[src/rtl/trigger_staged_if.sv]
// trigger_staged_if: configuration, sample and status bundle of the staged trigger.
//   cfg_wr/cfg_stage/cfg_reg/cfg_data : stage register write port
//   arm                               : restart the sequence at level 0
//   valid/dataIn                      : qualified sample stream from the sampler
//   run/armed/level                   : trigger status back to the controller
//   master modport drives config/samples, slave modport is the trigger unit.
interface trigger_staged_if #(
  parameter int unsigned SAMPLE_WIDTH = 8
);
  logic                    cfg_wr;
  logic [3:0]              cfg_stage;
  logic [1:0]              cfg_reg;
  logic [31:0]             cfg_data;
  logic                    arm;
  logic                    valid;
  logic [SAMPLE_WIDTH-1:0] dataIn;
  logic                    run;
  logic                    armed;
  logic [3:0]              level;

  modport master (
    output cfg_wr, cfg_stage, cfg_reg, cfg_data, arm, valid, dataIn,
    input  run, armed, level
  );

  modport slave (
    input  cfg_wr, cfg_stage, cfg_reg, cfg_data, arm, valid, dataIn,
    output run, armed, level
  );
endinterface

[src/rtl/trigger_staged.sv]
// trigger_staged: multi-stage sequential mask/value trigger for the sampler path.
//   clock   : system clock, rising edge
//   reset_n : asynchronous active-low reset (clears configuration too)
//   bus     : trigger_staged_if.slave (config writes, arm, samples, run/armed/level)
// Each stage matches ((dataIn ^ value) & mask) == 0, optionally as a rising
// edge of that match, then waits D valid samples before completing. The last
// stage, or any stage flagged final, fires the sticky run output.
// Optional: define TRIGGER_OCCURRENCE_EN to require N+1 qualifying matches per
// stage (N from config bits [31:24]); without it the stage completes on its
// first match and no occurrence logic exists.
module trigger_staged #(
  parameter int unsigned SAMPLE_WIDTH = 8,
  parameter int unsigned NUM_STAGES   = 4,
  parameter int unsigned DELAY_WIDTH  = 16
) (
  input logic             clock,
  input logic             reset_n,
  trigger_staged_if.slave bus
);

  localparam int unsigned LEVEL_WIDTH = 4;
  localparam logic [LEVEL_WIDTH-1:0] LAST_LEVEL = LEVEL_WIDTH'(NUM_STAGES - 1);
`ifdef TRIGGER_OCCURRENCE_EN
  localparam int unsigned OCC_WIDTH = 8;
`endif

  typedef enum logic [1:0] {IDLE, ARMED, DELAY, FIRED} state_t;

  typedef struct packed {
`ifdef TRIGGER_OCCURRENCE_EN
    logic [OCC_WIDTH-1:0]   occ;
`endif
    logic                   final_en;
    logic                   edge_en;
    logic [DELAY_WIDTH-1:0] delay;
  } stage_cfg_t;

  state_t                  state_q, state_d;
  logic [LEVEL_WIDTH-1:0]  level_q, level_d;
  logic [DELAY_WIDTH-1:0]  cnt_q, cnt_d;
  logic                    run_q, run_d;
  logic                    armed_q, armed_d;
  logic [NUM_STAGES-1:0]   prev_match_q, prev_match_d;
  logic                    prev_seen_q, prev_seen_d;
`ifdef TRIGGER_OCCURRENCE_EN
  logic [OCC_WIDTH-1:0]    occ_cnt_q, occ_cnt_d;
`endif

  logic [SAMPLE_WIDTH-1:0] mask_q  [NUM_STAGES];
  logic [SAMPLE_WIDTH-1:0] value_q [NUM_STAGES];
  stage_cfg_t              cfg_q   [NUM_STAGES];

  logic                    cfg_en_c;
  stage_cfg_t              cfg_word_c;
  logic [NUM_STAGES-1:0]   raw_match_c;
  stage_cfg_t              cur_cfg_c;
  logic                    cur_raw_c;
  logic                    cur_prev_c;
  logic                    qual_c;
  logic                    occ_pending_c;
  logic                    stage_done_c;
  logic                    unused_cfg;

  // Only the low SAMPLE_WIDTH/DELAY_WIDTH bits and a few flags are meaningful.
  assign unused_cfg = ^bus.cfg_data;

  // Configuration is frozen while a sequence is in progress.
  assign cfg_en_c = bus.cfg_wr && (state_q == IDLE || state_q == FIRED) &&
                    (32'(bus.cfg_stage) < NUM_STAGES);

  // Unpack the config word into its stage fields.
  always_comb begin
    cfg_word_c          = '0;
    cfg_word_c.delay    = bus.cfg_data[DELAY_WIDTH-1:0];
    cfg_word_c.edge_en  = bus.cfg_data[16];
    cfg_word_c.final_en = bus.cfg_data[17];
`ifdef TRIGGER_OCCURRENCE_EN
    cfg_word_c.occ      = bus.cfg_data[31:24];
`endif
  end

  // Stage register file.
  always_ff @(posedge clock or negedge reset_n) begin
    if (!reset_n) begin
      for (int i = 0; i < int'(NUM_STAGES); i++) begin
        mask_q[i]  <= '0;
        value_q[i] <= '0;
        cfg_q[i]   <= '0;
      end
    end else if (cfg_en_c) begin
      for (int i = 0; i < int'(NUM_STAGES); i++) begin
        if (bus.cfg_stage == LEVEL_WIDTH'(i)) begin
          case (bus.cfg_reg)
            2'd0:    mask_q[i]  <= bus.cfg_data[SAMPLE_WIDTH-1:0];
            2'd1:    value_q[i] <= bus.cfg_data[SAMPLE_WIDTH-1:0];
            2'd2:    cfg_q[i]   <= cfg_word_c;
            default: ;
          endcase
        end
      end
    end
  end

  // Raw match of every stage; all stages feed the previous-match flags.
  always_comb begin
    raw_match_c = '0;
    for (int i = 0; i < int'(NUM_STAGES); i++) begin
      raw_match_c[i] = ((bus.dataIn ^ value_q[i]) & mask_q[i]) == '0;
    end
  end

  // Select the fields of the stage at the current level.
  always_comb begin
    cur_cfg_c  = '0;
    cur_raw_c  = 1'b0;
    cur_prev_c = 1'b0;
    for (int i = 0; i < int'(NUM_STAGES); i++) begin
      if (level_q == LEVEL_WIDTH'(i)) begin
        cur_cfg_c  = cfg_q[i];
        cur_raw_c  = raw_match_c[i];
        cur_prev_c = prev_match_q[i];
      end
    end
  end

  // Edge mode needs a prior sample since arm that did not match.
  assign qual_c = cur_raw_c && (!cur_cfg_c.edge_en || (!cur_prev_c && prev_seen_q));

`ifdef TRIGGER_OCCURRENCE_EN
  assign occ_pending_c = occ_cnt_q != cur_cfg_c.occ;
`else
  assign occ_pending_c = 1'b0;
`endif

  // Next-state and output logic.
  always_comb begin
    state_d      = state_q;
    level_d      = level_q;
    cnt_d        = cnt_q;
    run_d        = run_q;
    prev_match_d = prev_match_q;
    prev_seen_d  = prev_seen_q;
    stage_done_c = 1'b0;
`ifdef TRIGGER_OCCURRENCE_EN
    occ_cnt_d    = occ_cnt_q;
`endif

    if (bus.arm) begin
      state_d      = ARMED;
      level_d      = '0;
      cnt_d        = '0;
      run_d        = 1'b0;
      prev_match_d = '0;
      prev_seen_d  = 1'b0;
`ifdef TRIGGER_OCCURRENCE_EN
      occ_cnt_d    = '0;
`endif
    end else begin
      case (state_q)
        ARMED: begin
          if (bus.valid) begin
            prev_match_d = raw_match_c;
            prev_seen_d  = 1'b1;
            if (qual_c) begin
              if (occ_pending_c) begin
`ifdef TRIGGER_OCCURRENCE_EN
                occ_cnt_d = occ_cnt_q + 1'b1;
`endif
              end else if (cur_cfg_c.delay == '0) begin
                stage_done_c = 1'b1;
              end else begin
                cnt_d   = cur_cfg_c.delay;
                state_d = DELAY;
              end
            end
          end
        end
        DELAY: begin
          if (bus.valid) begin
            prev_match_d = raw_match_c;
            prev_seen_d  = 1'b1;
            if (cnt_q <= DELAY_WIDTH'(1)) begin
              cnt_d        = '0;
              stage_done_c = 1'b1;
            end else begin
              cnt_d = cnt_q - 1'b1;
            end
          end
        end
        default: ;
      endcase

      // A completed stage either fires or advances; the last level never wraps.
      if (stage_done_c) begin
        if (cur_cfg_c.final_en || level_q == LAST_LEVEL) begin
          state_d = FIRED;
          run_d   = 1'b1;
        end else begin
          state_d = ARMED;
          level_d = level_q + 1'b1;
`ifdef TRIGGER_OCCURRENCE_EN
          occ_cnt_d = '0;
`endif
        end
      end
    end

    armed_d = (state_d == ARMED) || (state_d == DELAY);
  end

  // Sequencer state and registered status.
  always_ff @(posedge clock or negedge reset_n) begin
    if (!reset_n) begin
      state_q      <= IDLE;
      level_q      <= '0;
      cnt_q        <= '0;
      run_q        <= 1'b0;
      armed_q      <= 1'b0;
      prev_match_q <= '0;
      prev_seen_q  <= 1'b0;
`ifdef TRIGGER_OCCURRENCE_EN
      occ_cnt_q    <= '0;
`endif
    end else begin
      state_q      <= state_d;
      level_q      <= level_d;
      cnt_q        <= cnt_d;
      run_q        <= run_d;
      armed_q      <= armed_d;
      prev_match_q <= prev_match_d;
      prev_seen_q  <= prev_seen_d;
`ifdef TRIGGER_OCCURRENCE_EN
      occ_cnt_q    <= occ_cnt_d;
`endif
    end
  end

  assign bus.run   = run_q;
  assign bus.armed = armed_q;
  assign bus.level = level_q;

endmodule

[src/flat_wrapper.sv]
// flat-port wrapper written by rule: the top's interface ports become plain ports
module trigger_staged_flat 
#(
  parameter int unsigned SAMPLE_WIDTH = 8,
  parameter int unsigned NUM_STAGES   = 4,
  parameter int unsigned DELAY_WIDTH  = 16
)
  (clock, reset_n, bus_cfg_wr, bus_cfg_stage, bus_cfg_reg, bus_cfg_data, bus_arm, bus_valid, bus_dataIn, bus_run, bus_armed, bus_level);
  trigger_staged_if #(.SAMPLE_WIDTH(SAMPLE_WIDTH)) bus_i ();
  input logic clock;
  input logic reset_n;
  input wire logic [$bits(bus_i.cfg_wr)-1:0] bus_cfg_wr;
  input wire logic [$bits(bus_i.cfg_stage)-1:0] bus_cfg_stage;
  input wire logic [$bits(bus_i.cfg_reg)-1:0] bus_cfg_reg;
  input wire logic [$bits(bus_i.cfg_data)-1:0] bus_cfg_data;
  input wire logic [$bits(bus_i.arm)-1:0] bus_arm;
  input wire logic [$bits(bus_i.valid)-1:0] bus_valid;
  input wire logic [$bits(bus_i.dataIn)-1:0] bus_dataIn;
  output wire logic [$bits(bus_i.run)-1:0] bus_run;
  output wire logic [$bits(bus_i.armed)-1:0] bus_armed;
  output wire logic [$bits(bus_i.level)-1:0] bus_level;
  assign bus_i.cfg_wr = bus_cfg_wr;
  assign bus_i.cfg_stage = bus_cfg_stage;
  assign bus_i.cfg_reg = bus_cfg_reg;
  assign bus_i.cfg_data = bus_cfg_data;
  assign bus_i.arm = bus_arm;
  assign bus_i.valid = bus_valid;
  assign bus_i.dataIn = bus_dataIn;
  assign bus_run = bus_i.run;
  assign bus_armed = bus_i.armed;
  assign bus_level = bus_i.level;
  trigger_staged #(.SAMPLE_WIDTH(SAMPLE_WIDTH), .NUM_STAGES(NUM_STAGES), .DELAY_WIDTH(DELAY_WIDTH)) u_core (.clock(clock), .reset_n(reset_n), .bus(bus_i));
endmodule
[config.mk]
export PLATFORM = sky130hd
export DESIGN_NAME = trigger_staged_flat
export DESIGN_NICKNAME = d
export VERILOG_FILES = /design/src/rtl/trigger_staged_if.sv /design/src/rtl/trigger_staged.sv /design/src/flat_wrapper.sv
export SDC_FILE = /design/constraint.sdc
export NUM_CORES = 1
export LEC_CHECK = 0
export BUFFER_PORTS_ARGS = -buffer_cell sky130_fd_sc_hd__buf_2
export CAP_MARGIN = 20
export CORE_MARGIN = 3
export CORE_UTILIZATION = 55
export DETAILED_ROUTE_END_ITERATION = 10
export PLACE_DENSITY = 0.74
export SYNTH_ARGS = -nofsm -noshare
export SYNTH_HDL_FRONTEND = slang
export SYNTH_SLANG_ARGS = --single-unit
[constraint.sdc]
create_clock -name clock -period 5.5 [get_ports clock]
set_input_delay 0.55 -clock clock [delete_from_list [all_inputs] [get_ports clock]]
set_output_delay 0.55 -clock clock [all_outputs]
set_load 0.01 [all_outputs]
# Word-level counts from Yosys, hierarchy flattened

Index checks and enable logic that the tools add are counted.

Bitwise operators: 8
Multiplexer cells: 45
Reduce and logical (&&, ||, !) cells: 41
Order comparisons: 2
Add/subtract/negate cells: 2
Eq/ne operators: 18

Operators with widths:

| cell                                                 | count |
|---|---|
| 2-to-1 mux 16 bit                                    | 6 |
| 2-to-1 mux 18 bit                                    | 4 |
| AND reduction 3 bit                                  | 12 |
| AND 8 bit                                            | 4 |
| zero test 8 bit                                      | 4 |
| case mux 16 bit (2 select lines)                     | 1 |
| XOR 8 bit                                            | 4 |
| 2-to-1 mux 4 bit                                     | 6 |
| 2-to-1 mux 1 bit                                     | 20 |
| == test 4 x 2 -> 1 bit, second input constant        | 4 |
| <= comparator 16 x 1 -> 1 bit, second input constant | 1 |
| zero test 16 bit                                     | 1 |
| subtractor 16 x 1 -> 16 bit, second input constant   | 1 |
| 2-to-1 mux 2 bit                                     | 7 |
| inequality test 3 bit, second input constant         | 3 |
| == test 2 bit, second input constant                 | 4 |
| == test 4 x 1 -> 1 bit, second input constant        | 2 |
| zero test 4 bit                                      | 2 |
| nonzero test 2 bit                                   | 4 |
| == test 2 x 1 -> 1 bit, second input constant        | 3 |
| AND reduction 2 bit                                  | 3 |
| AND reduction 5 bit                                  | 1 |
| adder 4 x 1 -> 4 bit, second input constant          | 1 |
| logical AND 1 bit                                    | 4 |
| other kinds (9)                                      | 14 |

Bits in registers: 165
Input bits: 51

# Depth between registers and ports, before layout

Gate-level depths: netlist (run 1).

Word-level depth: 17
Mapped depth: 13

# Worst setup path after synthesis (run 1)

OpenSTA, ideal clock, no wires.

Path type: reg2reg
Start point: register u_core.level_q[0], in the netlist u_core.bus.level[0]
End point: register u_core.armed_q, in the netlist u_core.bus.armed
Path buffers: 2
Arrival time: 2,680 ps
Data required time: 5,382 ps
Setup slack: 2,702 ps
Stages on the path, launching flop included: 13
Path through: dfrtp_1 -> inv_1 -> ha_1 -> buf_2 -> clkbuf_1 -> nor2b_1 -> nor3_1 -> a32oi_1 -> nand4_1 -> nor4_4 -> a31oi_1 -> or3_1 -> a21o_1

Cells in the longest elaborated chain, start to end: 17

RTL lines:

| what                                                       | line                  | source |
|---|---|---|
| from (decl)                                                | trigger_staged.sv:39  | `logic [LEVEL_WIDTH-1:0] level_q, level_d;` |
| from (signal assigned)                                     | trigger_staged.sv:226 | `level_q <= level_d;` |
| branches (longest 13 deep; another with 2-to-1 mux 18 bit) | n/a                   |  |
| 2-to-1 mux 2 bit *                                         | trigger_staged.sv:194 | `if (stage_done_c) begin` |
| 2-to-1 mux 2 bit *                                         | trigger_staged.sv:148 | `if (bus.arm) begin` |
| == test 2 x 1 -> 1 bit or == test 2 bit (tied branches)    | trigger_staged.sv:208 | `armed_d = (state_d == ARMED) \|\| (state_d == DELAY);` |
| logical OR 1 bit *                                         | trigger_staged.sv:208 |  |
| net u_core.armed_d                                         | trigger_staged.sv:42  | `logic armed_q, armed_d;` |
| to (signal assigned)                                       | trigger_staged.sv:229 | `armed_q <= armed_d;` |
| to (decl)                                                  | trigger_staged.sv:42  |  |

Mark *: on every way through the listed nets, which the timed path passes. The select of a mux whose other input is x is not followed.
A chain may end at the register's enable or synchronous reset.

# Worst setup path after layout (run 1)

Start point: register u_core.level_q[1], in the netlist u_core.bus.level[1]
End point: register u_core.armed_q, in the netlist u_core.bus.armed

Same word-level chain as after synthesis.

==> results of run 1 <==
==> through the flow <==
stage          total power [mW]  setup WS, ps  hold slack, ps
6_report                   3.38          1520             234
5_1_grt                    3.56          1240             332
4_1_cts                    3.37          1310             290
3_5_place_dp               2.24          1340             492
3_3_place_gp               2.20          1440             482
2_1_floorplan              2.00          2700             254
==> cell type report <==
class	count	area share [%]
Antenna cell	1	0.0279
Timing Repair Buffer	51	3.25
Clock buffer	19	5.04
Inverter	16	0.669
Sequential cell	164	45.7
Tap cell	180	2.51
Multi-Input combinational cell	466	41.5
Clock inverter	13	1.32
==> worst reg2reg max path, cell delays in order (launching register included) <==
cell and delay [ps]:
dfrtp_1 430, ha_1 880, nor3b_2 710, a31oi_1 90
a22oi_1 280, nand4_1 190, nor4_4 460, a31oi_1 230
or3_1 440, a21o_1 170
==> logic make-up (layout without fill, tap and decap cells) <==
kind of cell	Yosys count	in the layout
flip-flops	164	164
AND/OR/NAND/NOR	147	147
AO/OA/AOI/OAI	142	142
multiplexers	131	131
buffers and inverters	60	99
XOR/XNOR	38	38
adder cells (fa/ha/maj)	8	8
other	0	1
==> Yosys cell counts (3+ instances only) <==
cell	instances	share of area (%)
a31oi_1	6	0.47
nand3b_1	4	0.37
o21ai_0	25	1.6
o211ai_1	4	0.37
nor2b_1	12	0.93
xnor2_1	6	0.65
o211a_1	7	0.87
ha_1	8	1.2
xor2_1	32	3.5
mux2_2	130	18
nand4_1	9	0.70
nand3_1	8	0.50
a32oi_1	10	1.1
buf_2	13	0.81
nand2_1	28	1.3
o221ai_1	6	0.65
a21oi_1	30	1.9
and2_1	3	0.23
nor3b_1	3	0.28
o32a_1	3	0.37
nor3_1	21	1.3
a22oi_1	20	1.9
a32o_1	3	0.37
clkbuf_1	27	1.3
inv_1	16	0.74
nor2_1	31	1.4
dfrtp_1	164	51
or2_2	4	0.31
nand2b_1	4	0.31
or3_1	6	0.47
o2bb2ai_1	4	0.43
==> final timing paths <==
kind	depth (start not counted)	slack [ps]	from	to
worst max-delay path	9	1520	u_core.bus.level[1]	u_core.bus.armed
max in group asynchronous	2	3990	reset_n	u_core.value_q[24]
min in group clock	3	370	bus_cfg_data[14]	u_core.cfg_q[32]
worst max register to register	9	1520	u_core.bus.level[1]	u_core.bus.armed
worst min-delay path	1	230	reset_n	u_core.value_q[26]
worst min register to register	1	500	u_core.cfg_q[35]	u_core.cfg_q[35]
==> metal layers <==
layer	up-vias	wire length [µm]	GRT usage [%]
met1	2903	8260	33.3
met3	27	892	5.18
met2	134	8580	36.8
li1	2581	-	-
met4	2	220	6.88
met5	-	13	0
==> power by group <==
group	total, mW	internal [mW]	switching [mW]
Combinational	0.942	0.366	0.576
Clock	1.13	0.616	0.513
Sequential	1.31	1.27	0.0428
==> state kept, by name, indices dropped and copies added (netlist names) <==
| name | count |
|---|---|
| u_core.prev_match_q | 4 |
| u_core.cnt_q | 16 |
| u_core.state_q | 2 |
| u_core.mask_q | 32 |
| u_core.prev_seen_q | 1 |
| u_core.value_q | 32 |
| u_core.cfg_q | 71 |
| u_core.bus.run | 1 |
| u_core.bus.level | 4 |
| u_core.bus.armed | 1 |
==> qor.yml, run 1 <==
final_nets: 775
yosys_warnings: 0
start_util_pct: 57.3
min_period_ps: 3980
cts_buffers: 17
fin_util_pct: 63.7
synth_top_family_by_area: "multiplexers"
crit_top_cell: "a31oi_1"
clk_latency_ps: 430
clockBufferDepth: 2
syn_to_final_growth_pct: 11.3
required_ps: 5830
regArea_um2: 4100
ys_ff_latch: 164
multiInputGateArea_um2: 3730
final_cell_mix: "dfrtp_1, mux2_2, buf_2"
period_share_pct: 72.3
synth-main-ff-cell: "dfrtp_1"
wl_per_cell_um: 19.7
crit_arrival_ps: 4300
max_stage_delay_ps: 880
synth_edf_count: 0
power_density_nw_per_um2: 377
status: "complete, no violations"
htreeDepth: 4
synth-simple-area-share_pct: 9.77
grt_start_max_net_pins: 110
synthMuxAreaShare_pct: 18.3
final_common_cell: "dfrtp_1"
cp_top_family: "simple AND/OR/NAND/NOR gates"
synth_cell_types: 64
core_area_um2: 14100
grt_overflow: 0
fmax_mhz: 251
fin_area_um2: 8980
place.gp.congestion: 0.862
syn-cell-area_um2: 8070
slew_violations: 0
grt_pass1_vias: 5729
irDropWorstVdd_uv: 243
final_layout_size_suffix_gt1_share_pct: 31.4
synth_compound_area_share_pct: 12.6
first_pass_iters: 5
drt_wl_total_um: 18000
die_x_um: 127
slew_headroom_pct: 30.9
start_kind: "flip-flop"
grt_usage_pct: 23.5
cap_violations: 0
route.detailed.drc: 0
dpl.hpwl_um: 12100
drt_iter0_markers: 494
finalSetupViolCount: 0
slowest_stage: "ha_1"
cts_tree: "yes"
critPathMaxFanout: 27
cts_hold_buffers: 0
syn-num-nets: 749
portBuffers: 42
grt_pass1_wl_um: 30100
ant_nets: 0
path_clk_slew_ps: 70
path_buf_inv: 0
post-cts-setup-buffers: 0
async_flop_share_pct: 100
route.vias.total: 5647
setup-tns-final_ps: 0
postSynthAreaPerCell_um2: 11.7
fin_cells: 910
die_h_um: 127
p_leak_nw: 4.41
clock-sinks: 164
grt_setup_unrepaired: "false"
worst-setup-path-type: "reg2reg"
placedCellCount: 876
hold_viol_final: 0
post_dp_cell_area_um2: 8390
synthXorXnorAreaFrac_pct: 4.12
worst_slew_pin_slew_ps: 1040
worst_clock_skew_ps: 9.58
synth_adder_area_share_pct: 1.24
fill_cells: 1087
worstSetupEndpointType: "flip-flop"
ys_seq_area_share_pct: 50.9
antenna_found_initial: 1
path_cells: "ha_1, nor3b_2, a31oi_1, a22oi_1, nand4_1, nor4_4, a31oi_1, or3_1, a21o_1"
pin_count: 57
rows: 43
hp-class: "in2async"
dieArea_um2: 16200
netlist_instances: 690
root_buffer: "clkbuf_16"
avgViaCountPerCell: 6.21
cts_resized: 0
Power figures use the tool's default switching activity.
==> inputs of run 2 (changes only) <==
--- a/config.mk
+++ b/config.mk
@@ -5,6 +5,7 @@
 export SDC_FILE = /design/constraint.sdc
 export NUM_CORES = 1
 export LEC_CHECK = 0
+export ABC_AREA = 1
 export BUFFER_PORTS_ARGS = -buffer_cell sky130_fd_sc_hd__buf_2
 export CAP_MARGIN = 20
 export CORE_MARGIN = 3
==> constraint.sdc (replaced) <==
create_clock -name clock -period 4.01 [get_ports clock]
set_input_delay 0.401 -clock clock [delete_from_list [all_inputs] [get_ports clock]]
set_output_delay 0.401 -clock clock [all_outputs]
set_load 0.01 [all_outputs]
==> run 2 against run 1 <==
Against the previous run: design area rose by 3.9%; via count grew 26%; maximum frequency up 21%; routed wire length up 9.8%; flip-flop and latch count unchanged; worst hold slack worse by 190 ps; critical path depth is 6 higher; combinational power rose by 95%; clock skew down 1.4 ps; core utilization fell by 0.48 points; register-to-register slack got worse by 790 ps; critical path type unchanged; highest routed layer is now met4.
==> qor.yml, run 2 <==
ant_nets: 0
syn-num-nets: 1152
synth_edf_count: 0
core_area_um2: 14800
critPathMaxFanout: 25
rows: 44
avgViaCountPerCell: 5.43
synth-main-ff-cell: "dfrtp_1"
finalSetupViolCount: 0
first_pass_iters: 6
synth_top_area_cell: "dfrtp_1"
die_x_um: 130
yosys.area.top_type_share_pct: 48.8
fmax_mhz: 305
antenna_cells: 0
synth_common_cells: "nand2_1, dfrtp_1, o21ai_0, inv_1, nand3_1"
pin_count: 57
largest_register: "u_core.cfg_q"
irDropWorstVdd_uv: 335
async_flop_share_pct: 100
period_share_pct: 81.7
p_int_mw: 3.30
die_h_um: 130
placedCellCount: 1275
worst_r2r_endpoint: "u_core.cnt_q[9]"
power_frac_comb_pct: 34.5
clock-sinks: 164
clockBufferDepth: 2
place.gp.congestion: 0.820
cp_top_family: "simple AND/OR/NAND/NOR gates"
setup-tns-final_ps: 0
postSynthAreaPerCell_um2: 7.70
netlist_instances: 1093
largest_register_ffs: 71
path_cells: "inv_1, ha_1, buf_4, nand2_2, o21ai_0, inv_1, a21oi_1, nand2_1, inv_1, nand2_1, nor2_1, nand2_1, nand2_2, nand3_2, o21ai_0"
cts_tree: "yes"
grt_pass1_wl_um: 32800
start_kind: "flip-flop"
ys_ff_latch: 164
reg2reg_slack_ps: 730
reg_top3: "u_core.cfg_q x71, u_core.mask_q x32, u_core.value_q x32"
fill_cells: 1302
synth_most_common_cell: "nand2_1"
max_stage_delay_ps: 440
reg2regPathDepth: 15
hp-class: "in2async"
status: "complete, no violations"
grt_setup_unrepaired: "false"
hold_viol_final: 0
path_clk_slew_ps: 60
drt_wl_total_um: 19700
final_cell_mix: "nand2_1, dfrtp_1, o21ai_0"
cts_hold_buffers: 0
slowest_stage: "dfrtp_1"
htreeDepth: 4
p_seq_share_pct: 34.9
min_period_ps: 3280
dpl.hpwl_um: 13000
switching_power_mw: 2.02
drt_iter0_markers: 666
syn_to_final_growth_pct: 10.9
syn-cell-area_um2: 8410
r2r_start: "u_core.bus.level[0]"
post-cts-setup-buffers: 0
clkPwrFrac_pct: 30.5
worst-setup-path-type: "reg2reg"
ys_seq_area_share_pct: 48.8
yosys_warnings: 0
worst_slew_pin_slew_ps: 888
wl_per_cell_um: 15.1
synth_cell_types: 35
final_layout_size_suffix_gt1_share_pct: 10.2
final_common_cell: "nand2_1"
finalPower_mw: 5.33
power_density_nw_per_um2: 571
crit_arrival_ps: 3610
cts_buffers: 17
grt_usage_pct: 24.6
worst_clock_skew_ps: 8.17
clk_latency_ps: 430
antenna_found_initial: 0
power_switching_share_pct: 38.0
grt_overflow: 0
worstSetupEndpointType: "flip-flop"
start_util_pct: 57.0
portBuffers: 42
netlist_top_cells_area: "dfrtp_1, nand2_1, o21ai_0"
required_ps: 4340
final_nets: 1171
grt_start_max_net_pins: 98
grt_pass1_vias: 6651
p_leak_nw: 4.58
root_buffer: "clkbuf_16"
route.detailed.drc: 0
fin_cells: 1308
cap_violations: 0
dieArea_um2: 16800
cts_resized: 0
slew_violations: 0
slew_headroom_pct: 40.8
path_buf_inv: 4
route.vias.total: 7107
## run 2: per-stage QoR
step | worst slack, ps | area, µm² | utilization (%) | hold slack (ps)
finish | 732 | 9330 | 63.3 | 47.9
floorplan | 1680 | 8410 | - | 105
CTS | 804 | 9280 | 62.9 | 105
global route | 359 | 9330 | 63.3 | 116
detailed placement | 770 | 8690 | 58.9 | 465
global placement | 840 | 8690 | 58.9 | 457
## run 2: cells by family after synthesis
| logic type | after synthesis | share of synthesized area, % |
|---|---|---|
| compound gates | 217 | 14.0 |
| xor+xnor | 12 | 1.25 |
| fa+ha+maj | 8 | 1.19 |
| buf+inv | 179 | 8.43 |
| flops | 164 | 48.8 |
| simple gates | 513 | 26.3 |
## run 2: cell type report
class	count	area (µm²)	area share, %
clock buffers	21	460	4.93
multi-input cells	750	3600	38.6
flip-flops and latches	164	4100	44.0
clock inverters	10	125	1.34
inverters	129	484	5.19
repair buffers	50	329	3.53
well taps	184	230	2.47
## run 2: routing by layer
layer / vias to the layer above / part of all wire, % / global-route usage, %
met2: 169 / 45 / 37.8
met3: 23 / 5.0 / 5.07
met4: 0 / 1.4 / 7.03
met5: - / 0 / 0
met1: 3358 / 48 / 35.6
li1: 3557 / - / -
## run 2: worst max path at each step
stage / depth (start not counted) / to / from / slack, ps
after floorplan: 20 / u_core.bus.armed / u_core.bus.level[1] / 1680
after global placement: 15 / u_core.cnt_q[10] / u_core.bus.level[0] / 840
after detailed placement: 15 / u_core.cnt_q[9] / u_core.bus.level[0] / 770
after CTS: 15 / u_core.cnt_q[9] / u_core.bus.level[0] / 800
after global routing: 15 / u_core.cnt_q[9] / u_core.bus.level[0] / 360
final: 15 / u_core.cnt_q[9] / u_core.bus.level[0] / 730
## run 2: power by group through the flow
| stage | clock network [mW] | registers (mW) | logic (mW) |
|---|---|---|---|
| 3_3_place_gp | 0 | 1.88 | 1.78 |
| 2_1_floorplan | 0 | 1.88 | 1.38 |
| 6_report | 1.63 | 1.86 | 1.84 |
| 4_1_cts | 1.64 | 1.86 | 1.83 |
| 5_1_grt | 1.70 | 1.87 | 2.10 |
| 3_5_place_dp | 0 | 1.89 | 1.81 |
==> inputs of run 3 (changes only) <==
--- a/config.mk
+++ b/config.mk
@@ -11,7 +11,7 @@
 export CORE_MARGIN = 3
 export CORE_UTILIZATION = 55
 export DETAILED_ROUTE_END_ITERATION = 10
-export PLACE_DENSITY = 0.74
+export PLACE_DENSITY = 0.76
 export SYNTH_ARGS = -nofsm -noshare
 export SYNTH_HDL_FRONTEND = slang
 export SYNTH_SLANG_ARGS = --single-unit
==> constraint.sdc (replaced) <==
create_clock -name clock -period 2.65 [get_ports clock]
set_input_delay 0.265 -clock clock [delete_from_list [all_inputs] [get_ports clock]]
set_output_delay 0.265 -clock clock [all_outputs]
set_load 0.01 [all_outputs]
==> run 3 against run 2 <==
Against the previous run: core utilization grew 3.0 points; final cell count rose by 2.4%; clock power rose by 66%; die area unchanged; register-to-register slack worse by 630 ps; total power is 68% higher; via count rose by 3.6%; sequential power grew 52%; largest cell class unchanged.
==> qor.yml, run 3 (synthesized netlist as in run 2, its figures left out) <==
irDropWorstVdd_uv: 537
worst_clock_skew_ps: 7.74
cts_buffers: 17
status: "complete, no violations"
required_ps: 2980
worst_slew_pin_slew_ps: 700
fmax_mhz: 392
route.detailed.drc: 0
drt-met1-wl_um: 9830
dieArea_um2: 16800
grt_pass1_vias: 6845
largest_register: "u_core.cfg_q"
power_density_nw_per_um2: 918
met3_length_um: 1090
die_x_um: 130
start_util_pct: 57.0
crit_arrival_ps: 2880
drt_iter0_markers: 775
slew_violations: 0
drt_wl_total_um: 20800
finalSetupViolCount: 0
route.vias.total: 7361
core_area_um2: 14800
power_switching_share_pct: 37.7
antenna_found_initial: 0
first_pass_iters: 5
regArea_um2: 4110
die_h_um: 130
wl_met2_um: 9670
power_frac_comb_pct: 38.4
grt_start_max_net_pins: 73
p_leak_nw: 4.79
worst-setup-path-type: "reg2reg"
largest_register_ffs: 71
dpl.hpwl_um: 13500
avgViaCountPerCell: 5.49
grt_pass1_wl_um: 33700
antenna_cells: 0
clock-sinks: 164
p_int_mw: 5.59
fin_area_um2: 9770
finalPower_mw: 8.97
post_dp_cell_area_um2: 8930
cap_violations: 0
root_buffer: "clkbuf_16"
clkPwrFrac_pct: 30.2
htreeDepth: 4
clk_latency_ps: 440
min_period_ps: 2550
clockBufferDepth: 2
final_layout_size_suffix_gt1_share_pct: 14.6
portBuffers: 42
rows: 44
reg_top3: "u_core.cfg_q x71, u_core.mask_q x32, u_core.value_q x32"
period_share_pct: 96.3
place.gp.congestion: 0.860
start_kind: "flip-flop"
grt_overflow: 0
final_nets: 1202
ant_nets: 0
slew_headroom_pct: 53.3
worstSetupEndpointType: "flip-flop"
cts_tree: "yes"
reg2regPathDepth: 18
pin_count: 57
hp-class: "in2reg"
hold_viol_final: 0
final_common_cell: "nand2_1"
final_cell_mix: "nand2_1, dfrtp_1, o21ai_0"
wl_per_cell_um: 15.6
multiInputGateArea_um2: 3680
grt_usage_pct: 25.2
fin_util_pct: 66.2
switching_power_mw: 3.38
syn_to_final_growth_pct: 16.1
critPathMaxFanout: 13
min_delay_path_depth: 2
p_seq_share_pct: 31.4
maxUsedRoutingLayer: "met4"
fill_cells: 1220
path_clk_slew_ps: 70
[run 3: cell count changes in the layout (fill, tap and decap cells not counted), sizes merged, moves of 2 or more]
cell / delta
inv: +6
buf: +28
clkinv: -4
clkbuf: -2
bufinv: +2
[run 3: worst paths after layout]
| path | startpoint | to | slack [ps] |
|---|---|---|---|
| max in group asynchronous | reset_n | u_core.bus.level[3] | 1370 |
| min in group asynchronous | reset_n | u_core.value_q[9] | 430 |
| setup reg to reg | u_core.bus.level[0] | u_core.bus.level[2] | 100 |
| setup / recovery | u_core.bus.level[0] | u_core.bus.level[2] | 100 |
| hold / removal | bus_arm | u_core.prev_seen_q | 70 |
| hold reg to reg | u_core.cfg_q[21] | u_core.cfg_q[21] | 480 |
[run 3: per-stage QoR]
step	std cells	worst slack, ps	setup TNS [ps]	hold WS, ps
after floorplan	1093	322	0	-30.6
after global routing	1340	-29.1	-117	72.9
after global placement	1300	135	0	341
after detailed placement	1300	-18.2	-18.2	344
final	1340	98.6	0	72.9
after CTS	1333	8.98	0	72.8
[run 3: timing repair]
item                                   4_1_cts  5_1_grt
hold buffers                                 1        0
endpoints found under the hold margin       69        0
gates resized for setup                      3       26
setup buffers                                0        5
pin swaps                                    0        7
gates cloned                                 0        2
setup endpoints to repair                   10       23
[run 3: worst max-delay path, cell delays in order (launching register included)]
cell     delay (ps)
dfrtp_2         460
inv_2           120
ha_4            180
nand2_4          80
buf_12          170
o21ai_1         120
inv_1            70
a21oi_2         190
nand2_1         100
nor2_1          110
nand2_1          90
nor2_2          160
nand2_1         100
nand2_2          80
nand2_2          80
nand2_2          80
nand2_4         110
nand2_1         100
o21ai_2          50
[run 3: routing by layer]
metal	up-vias	global-route usage [%]
met5	-	0
met4	0	6.48
met3	30	5.23
met2	211	39.4
met1	3503	36.1
li1	3617	-
[run 3: power groups by stage]
stage          Sequential, mW  Clock, mW  Combinational (mW)
4_1_cts                  2.81       2.71                3.10
5_1_grt                  2.84       2.82                3.82
6_report                 2.82       2.71                3.44
3_5_place_dp             2.85          0                3.02
3_3_place_gp             2.84          0                2.96
2_1_floorplan            2.84          0                2.08
[run 3: cell type report]
class	instances	area share, %
flip-flops and latches	164	42.1
clock inverters	15	2.25
clock buffers	17	4.36
multi-input cells	750	37.7
inverters	129	4.96
well taps	184	2.36
repair buffers	81	6.31
